## config.mk

```make
export PLATFORM = sky130hd
export DESIGN_NAME = sd_encr_host_if
export DESIGN_NICKNAME = d
export VERILOG_FILES = /design/src/rtl/sd_encr_host_if.sv
export SDC_FILE = /design/constraint.sdc
export NUM_CORES = 1
export LEC_CHECK = 0
export BUFFER_PORTS_ARGS = -buffer_cell sky130_fd_sc_hd__buf_4
export CORE_UTILIZATION = 40
export CTS_CLUSTER_DIAMETER = 120
export DETAILED_ROUTE_END_ITERATION = 12
export PLACE_DENSITY_LB_ADDON = 0.2
export SYNTH_ARGS = -nofsm -noshare
export SYNTH_HDL_FRONTEND = slang
export SYNTH_SLANG_ARGS = --single-unit
```

## constraint.sdc

```tcl
create_clock -name clk -period 4.56 [get_ports clk]
set_input_delay 0 -clock clk [delete_from_list [all_inputs] [get_ports clk]]
set_output_delay 0 -clock clk [all_outputs]
set_load 0.005 [all_outputs]
```

## src/rtl/sd_encr_host_if.sv

```systemverilog
// Host byte-channel front end for the SD XOR encryptor: key loading, encrypt/decrypt
// sequencing with a done timeout, and a one-byte status response.
module sd_encr_host_if #(
  parameter int TIMEOUT_CYCLES = 1000000,
  parameter int HALF_BYTES     = 64
) (
  input  logic         clk,
  input  logic         rst_n,
  input  logic [7:0]   in_data,
  input  logic         in_valid,
  output logic         in_ready,
  output logic [7:0]   resp_data,
  output logic         resp_valid,
  input  logic         resp_ready,
  input  logic         sd_ready,
  input  logic         done,
  output logic         start,
  output logic         rw_flag,
  output logic         key_rw,
  output logic         key_sel,
  output logic [511:0] key_data_in,
  output logic         busy
);

  localparam int TW = $clog2(TIMEOUT_CYCLES + 1);
  localparam int CW = $clog2(HALF_BYTES);

  localparam logic [7:0] OP_KEY = 8'h4B;
  localparam logic [7:0] OP_ENC = 8'h45;
  localparam logic [7:0] OP_DEC = 8'h44;

  localparam logic [7:0] ST_OK      = 8'h00;
  localparam logic [7:0] ST_TIMEOUT = 8'h01;
  localparam logic [7:0] ST_BAD_OP  = 8'hFF;

  typedef enum logic [2:0] {
    IDLE, KEY_RX, KEY_WR, CMD_ARM, CMD_WAIT, RESP
  } state_t;

  state_t        state;
  logic [CW-1:0] cnt;
  logic          half;
  logic [TW-1:0] tcnt;
  logic          in_fire;

  assign in_fire = in_valid && in_ready;

  // start must coincide with the first cycle the device reports ready
  assign start = (state == CMD_ARM) && sd_ready;

  always_ff @(posedge clk) begin
    if (!rst_n) begin
      state       <= IDLE;
      cnt         <= '0;
      half        <= 1'b0;
      tcnt        <= '0;
      in_ready    <= 1'b0;
      resp_data   <= 8'h00;
      resp_valid  <= 1'b0;
      rw_flag     <= 1'b0;
      key_rw      <= 1'b0;
      key_sel     <= 1'b0;
      key_data_in <= '0;
      busy        <= 1'b0;
    end else begin
      case (state)
        IDLE: begin
          in_ready <= 1'b1;
          if (in_fire) begin
            busy <= 1'b1;
            case (in_data)
              OP_KEY: begin
                state <= KEY_RX;
                cnt   <= '0;
                half  <= 1'b0;
              end
              OP_ENC, OP_DEC: begin
                state    <= CMD_ARM;
                rw_flag  <= (in_data == OP_ENC);
                in_ready <= 1'b0;
              end
              default: begin
                state      <= RESP;
                resp_data  <= ST_BAD_OP;
                resp_valid <= 1'b1;
                in_ready   <= 1'b0;
              end
            endcase
          end
        end

        KEY_RX: begin
          if (in_fire) begin
            // shifting in from the top leaves the first byte of the half at the LSB
            key_data_in <= {in_data, key_data_in[511:8]};
            if (cnt == CW'(HALF_BYTES - 1)) begin
              state    <= KEY_WR;
              in_ready <= 1'b0;
              key_rw   <= 1'b1;
              key_sel  <= half;
            end else begin
              cnt <= cnt + 1'b1;
            end
          end
        end

        KEY_WR: begin
          key_rw <= 1'b0;
          if (!half) begin
            state    <= KEY_RX;
            half     <= 1'b1;
            cnt      <= '0;
            in_ready <= 1'b1;
          end else begin
            state      <= RESP;
            resp_data  <= ST_OK;
            resp_valid <= 1'b1;
          end
        end

        CMD_ARM: begin
          if (sd_ready) begin
            state <= CMD_WAIT;
            tcnt  <= '0;
          end
        end

        CMD_WAIT: begin
          // done takes priority over a timeout landing on the same cycle
          if (done) begin
            state      <= RESP;
            resp_data  <= ST_OK;
            resp_valid <= 1'b1;
          end else begin
            tcnt <= tcnt + 1'b1;
            if (tcnt == TW'(TIMEOUT_CYCLES - 1)) begin
              state      <= RESP;
              resp_data  <= ST_TIMEOUT;
              resp_valid <= 1'b1;
            end
          end
        end

        RESP: begin
          if (resp_valid && resp_ready) begin
            state      <= IDLE;
            resp_valid <= 1'b0;
            in_ready   <= 1'b1;
            busy       <= 1'b0;
          end
        end

        default: begin
          state      <= IDLE;
          in_ready   <= 1'b0;
          resp_valid <= 1'b0;
          key_rw     <= 1'b0;
          busy       <= 1'b0;
        end
      endcase
    end
  end

endmodule
```

# --- Yosys cells after proc, flatten, opt, wreduce, memory -nomap -nowiden ---
# Index checks and enable logic that the tools add are counted.
classes:
  n_reduce_logical: 26
  magnitude_cmp: 0
  n_addsub: 2
  div_mod_pow: 0
  muxes: 47
  n_bitwise: 4
  multipliers: 0
  shifts: 0
  n_eq_ne: 22
ops:
  columns: ["cell", "n"]
  rows:
  - ["$mux W20", 2]
  - ["$mux W8", 5]
  - ["$pmux W20 S2", 1]
  - ["$mux W6", 5]
  - ["$eq A8 B7 Y1 const B", 3]
  - ["$mux W3", 8]
  - ["$pmux W8 S3", 1]
  - ["$add A20 B1 Y20 const B", 1]
  - ["$eq A20 B20 Y1 const B", 1]
  - ["$ne A2 B2 Y1 const B", 10]
  - ["$pmux W3 S6", 1]
  - ["$pmux W6 S3", 1]
  - ["$reduce_and A3 Y1", 6]
  - ["$reduce_and A6 Y1", 3]
  - ["$mux W1", 17]
  - ["$pmux W1 S5", 2]
  - ["$reduce_and A5 Y1", 2]
  - ["$reduce_or A4 Y1", 2]
  - ["$add A6 B1 Y6 const B", 1]
  - ["$eq A3 B2 Y1 const B", 2]
  - ["$eq A3 B3 Y1 const B", 2]
  - ["$eq A6 B6 Y1 const B", 1]
  - ["$pmux W3 S2", 1]
  - ["$reduce_bool A3 Y1", 2]
  - ["12 further kinds", 21]
totals:
  mem_count: 0
  latch_bits: 0
  rom_bits: 0
  input_bits: 14
  register_bits: 556
  output_inout_bits: 527
  word_cells: 113
  mem_bits_rw: 0

# --- Depth between registers and ports, before layout ---
depth:
  word_depth: 5
  ltp_mapped: 7

# --- Least setup slack after synthesis ---
# OpenSTA, ideal clock, no wires.
synth_timing:
  path_type: "reg2reg"
  startpoint: "register state[0]"
  endpoint: "register tcnt[15]"
  t_arrival_ps: 1838
  setup_slack_ps: 2664
  setup_time_ps: 58
  path_stages_with_launch: 7
  synth_period_minus_slack_ps: 1896
  path_buffers: 1
  path_cell_list: "dfxtp_1 -> or4b_1 -> buf_2 -> a211oi_4 -> nand4_1 -> or3_1 -> nand2_1"
synth_via:
  elab_chain_cells: 3
  word_cells_on_any_way: 7
  classes_between: "eq/ne: 4; mux: 1; reduce/logical: 2"
synth_rtl:
  columns: ["item", "line_no", "source"]
  rows:
  - ["start, declared", "40", "state_t state;"]
  - ["start signal, assigned", "53", "state <= IDLE;"]
  - ["start signal, assigned", "73", "state <= KEY_RX;"]
  - ["start signal, assigned", "78", "state <= CMD_ARM;"]
  - ["$eq A3 B3 Y1 / $eq A3 B2 Y1 (equally long branches)", "66", "case (state)"]
  - ["$ne A2 B2 Y1 (no source line) / $reduce_bool A2 Y1 (equally long branches)", null, null]
  - ["$reduce_and A3 Y1 (no source line)", null, null]
  - ["end signal, assigned", "135", "tcnt <= tcnt + 1'b1;"]
  - ["end, declared", "43", "logic [TW-1:0] tcnt;"]
# Several ways; a longest one is shown, not always the timed one.
# A chain may end at the register's enable or synchronous reset.

# --- Worst setup path after layout ---
layout_timing:
  startpoint: "register state[0]"
  endpoint: "register key_data_in[510]"
layout_via:
  elab_chain_cells: 2
layout_rtl:
  columns: ["item", "line_no", "source"]
  rows:
  - ["$eq A3 B1 Y1", "66", null]
  - ["$reduce_and A2 Y1 (no source line)", null, null]
  - ["end signal, assigned", "95", "key_data_in <= {in_data, key_data_in[511:8]};"]
  - ["end, declared", "21", "output logic [511:0] key_data_in,"]
# Every way passes these cells.

==> impl_metrics.json <==
{
  "arrival_ns": 3.49,
  "async_flop_share_pct": 0,
  "slew_viol_final": 0,
  "clk_pin_slew_worst_paths_ns": 0.06,
  "ir_worst_vdd_mv": 0.307,
  "h-tree-depth": 2,
  "synth.area.mux_share_pct": 0.258,
  "grt_max_degree": 245,
  "gp_congestion": 0.833,
  "antenna_found_initial": 1,
  "cp.required_ns": 5.10,
  "p_per_area_nw_per_um2": 404,
  "synth_area_leaders": "dfxtp_1, nand2_1, a21oi_1",
  "drcViolationCount": 0,
  "syn_nets": 2492,
  "grt_overflow": 0,
  "critPathKind": "flop to flop",
  "min_period_over_period_pct": 64.6,
  "yosysUniqueCellTypes": 50,
  "layout-drive-gt1-share_pct": 22.1,
  "finalSetupViolCount": 0,
  "p_leak_nw": 9.87,
  "yosysTopAreaCell": "dfxtp_1",
  "endpoint_kind": "flop",
  "die_h_um": 222,
  "clk_path_buf_depth": 3,
  "numCtsBuffers": 57,
  "synth_area_um2": 19400,
  "synth_top_family_by_area": "simple AND/OR/NAND/NOR gates",
  "cts_repair_resize_count": 0,
  "grt_pass1_wl_mm": 91.6,
  "start_util_pct": 40.6,
  "synth_compound_area_share_pct": 15.2,
  "vias": 18000,
  "cts_hold_buf": 18,
  "setup_tns_ns": 0,
  "final_nets": 2935,
  "synthToLayoutAreaGrowth_pct": 33.4,
  "skew_ns": 0.0290,
  "synth_fa_ha_area_share_pct": 0.129,
  "synth_xor_area_share_pct": 0.588,
  "status": "finished clean",
  "wire_per_inst_um": 16.5,
  "ys_seq_area_share_pct": 56.8,
  "rsz0062_at_grt": "false",
  "path_max_fanout": 63,
  "yosys_warnings": 0,
  "drt_iter0_drc": 1385,
  "fin_util_pct": 54.1,
  "core_area_um2": 47700,
  "drt-total-wl_mm": 59.2,
  "ys_ff_latch": 550,
  "synth_cells": 2476,
  "layout_setup_ws_ns": 1.61,
  "cts_tree": "done",
  "fmax_ghz": 0.339,
  "crit_family": "buffers and inverters",
  "post-cts-setup-buffers": 0,
  "dieWidth_um": 222,
  "vias_per_cell": 5.02,
  "grt_pass1_vias": 16600,
  "clk_latency_ns": 0.61,
  "synth-simple-area-share_pct": 23.2,
  "dp_slack_ns": 1.85,
  "detail-route-antenna-nets": 0,
  "place_hpwl_mm": 39.7,
  "hold_slack_ns": 0.0522,
  "slew_headroom_pct": 10.8,
  "critical_path.cell_chain": "nand2b_1, nor3_2, buf_4, nand2_1, a21oi_1, dlygate4sd3_1",
  "port_buffers": 540,
  "pin_count": 541,
  "cts.sinks": 550,
  "rows": 80,
  "syn_area_per_cell_um2": 7.82,
  "max_cap_violations": 0,
  "die-area_um2": 49300,
  "cts-root-buf": "clkbuf_16",
  "synth_top_area_share_pct": 56.8,
  "worst_path_largest_cell_delay_ns": 0.65,
  "crit_buf_inv": 2,
  "synth-main-ff-cell": "dfxtp_1",
  "worst_setup_path_start_kind": "flop",
  "finalCriticalPeriod_ns": 2.95,
  "tightest_slew_ns": 1.34,
  "hold_viol": 0,
  "track_usage_pct": 22.8,
  "drtPass1Iterations": 5,
  "hp-class": "primary input to flop",
  "synth_edf_count": 0,
  "crit_path_top_delay_cell": "dfxtp_1"
}
[worst min-delay path, cell delays in order]
cell and delay (ns):
buf_4 0.11, o2bb2ai_1 0.13, a22oi_1 0.15, nand4_1 0.14, a21oi_1 0.06
[stage by stage]
step | std cells | total power, W | cell area, um^2
finish | 3583 | 0.0104 | 25800
global route | 3583 | 0.0108 | 25800
CTS | 3582 | 0.0105 | 25800
detailed placement | 3457 | 0.00565 | 23700
global placement | 3457 | 0.00564 | 23700
floorplan | 2476 | 0.00546 | 19400
[sequential cells by signal, indices dropped and copies added (netlist names)]
register     flops
busy             1
cnt              6
half             1
in_ready         1
key_data_in    512
key_rw           1
key_sel          1
resp_data        2
resp_valid       1
rw_flag          1
state            3
tcnt            20
[worst paths after layout]
path                                               startpoint  slack (ns)  cells after the start                             to
worst min-delay path                                 sd_ready        0.05                      5          state[0]$_SDFFE_PN0P_
worst max-delay path                    state[0]$_SDFFE_PN0P_        1.61                      6  key_data_in[510]$_SDFFE_PN0P_
worst min register to register  key_data_in[192]$_SDFFE_PN0P_        0.44                      2  key_data_in[184]$_SDFFE_PN0P_
worst max register to register          state[0]$_SDFFE_PN0P_        1.61                      6  key_data_in[510]$_SDFFE_PN0P_
[logic make-up after synthesis]
kind of cell / Yosys count
and+or+nand+nor: 1147
DFF: 550
buffers and inverters: 192
AOI/OAI and AO/OA: 567
muxes: 5
adders and majority gates: 2
xor gates and xnor gates: 13
[synthesized netlist by cell type, drive strengths merged, types with 3 or more instances]
cell,number
nor3,5
nor4b,5
xnor2,6
a21boi,3
xor2,7
and3,5
or3,11
a21oi,530
nand2,1056
nand2b,3
a311oi,3
clkbuf,175
and4,4
nand4,9
nand3,15
o21ai,11
buf,12
mux2i,5
dfxtp,550
inv,5
nor2,25
[routing by layer]
layer,global-route usage [%],wire length [um],vias up
li1,-,-,8921
met2,37.8,28700,485
met1,27.4,23900,8474
met5,0,0,-
met3,7.74,4860,92
met4,8.09,1690,0
[cells in the final DEF (no fill, tap or decap), types with 2 or more instances in the layout]
cell type / count
nor2_1: 25
xor2_1: 7
o21ai_0: 10
xnor2_1: 6
clkbuf_1: 11
nand3_1: 15
buf_4: 546
clkbuf_16: 59
nand2_1: 1056
ha_1: 2
nand4_1: 9
a21oi_1: 530
a31oi_1: 2
o2bb2ai_1: 2
clkbuf_8: 11
clkinvlp_4: 2
inv_1: 4
dlygate4sd3_1: 18
nor3b_1: 2
bufinv_16: 7
clkinv_2: 14
inv_6: 2
nor3_1: 4
or4_1: 2
and4_1: 4
nand2b_1: 3
buf_12: 7
and3_1: 5
mux2i_1: 5
or3_1: 10
a21boi_0: 2
a21o_1: 2
dfxtp_1: 550
nor4b_1: 4
o31ai_1: 2
a311oi_1: 3
[final cells by class]
type                            count  area, um^2
Multi-Input combinational cell   1734        7620
Tap cell                          615         769
Fill cell                        4492       21900
Sequential cell                   550       11000
Clock buffer                       81        1670
Clock inverter                     26         322
Antenna cell                        1        2.50
Timing Repair Buffer              571        4420
Inverter                            5        26.3
[report_power, final]
group / leakage, nW / internal (W) / switching (W)
clock: 0.986 / 0.00294 / 0.00194
sequential: 4.43 / 0.00484 / 0.0000785
combinational: 4.46 / 0.000186 / 0.000461
Power figures use the tool's default switching activity.
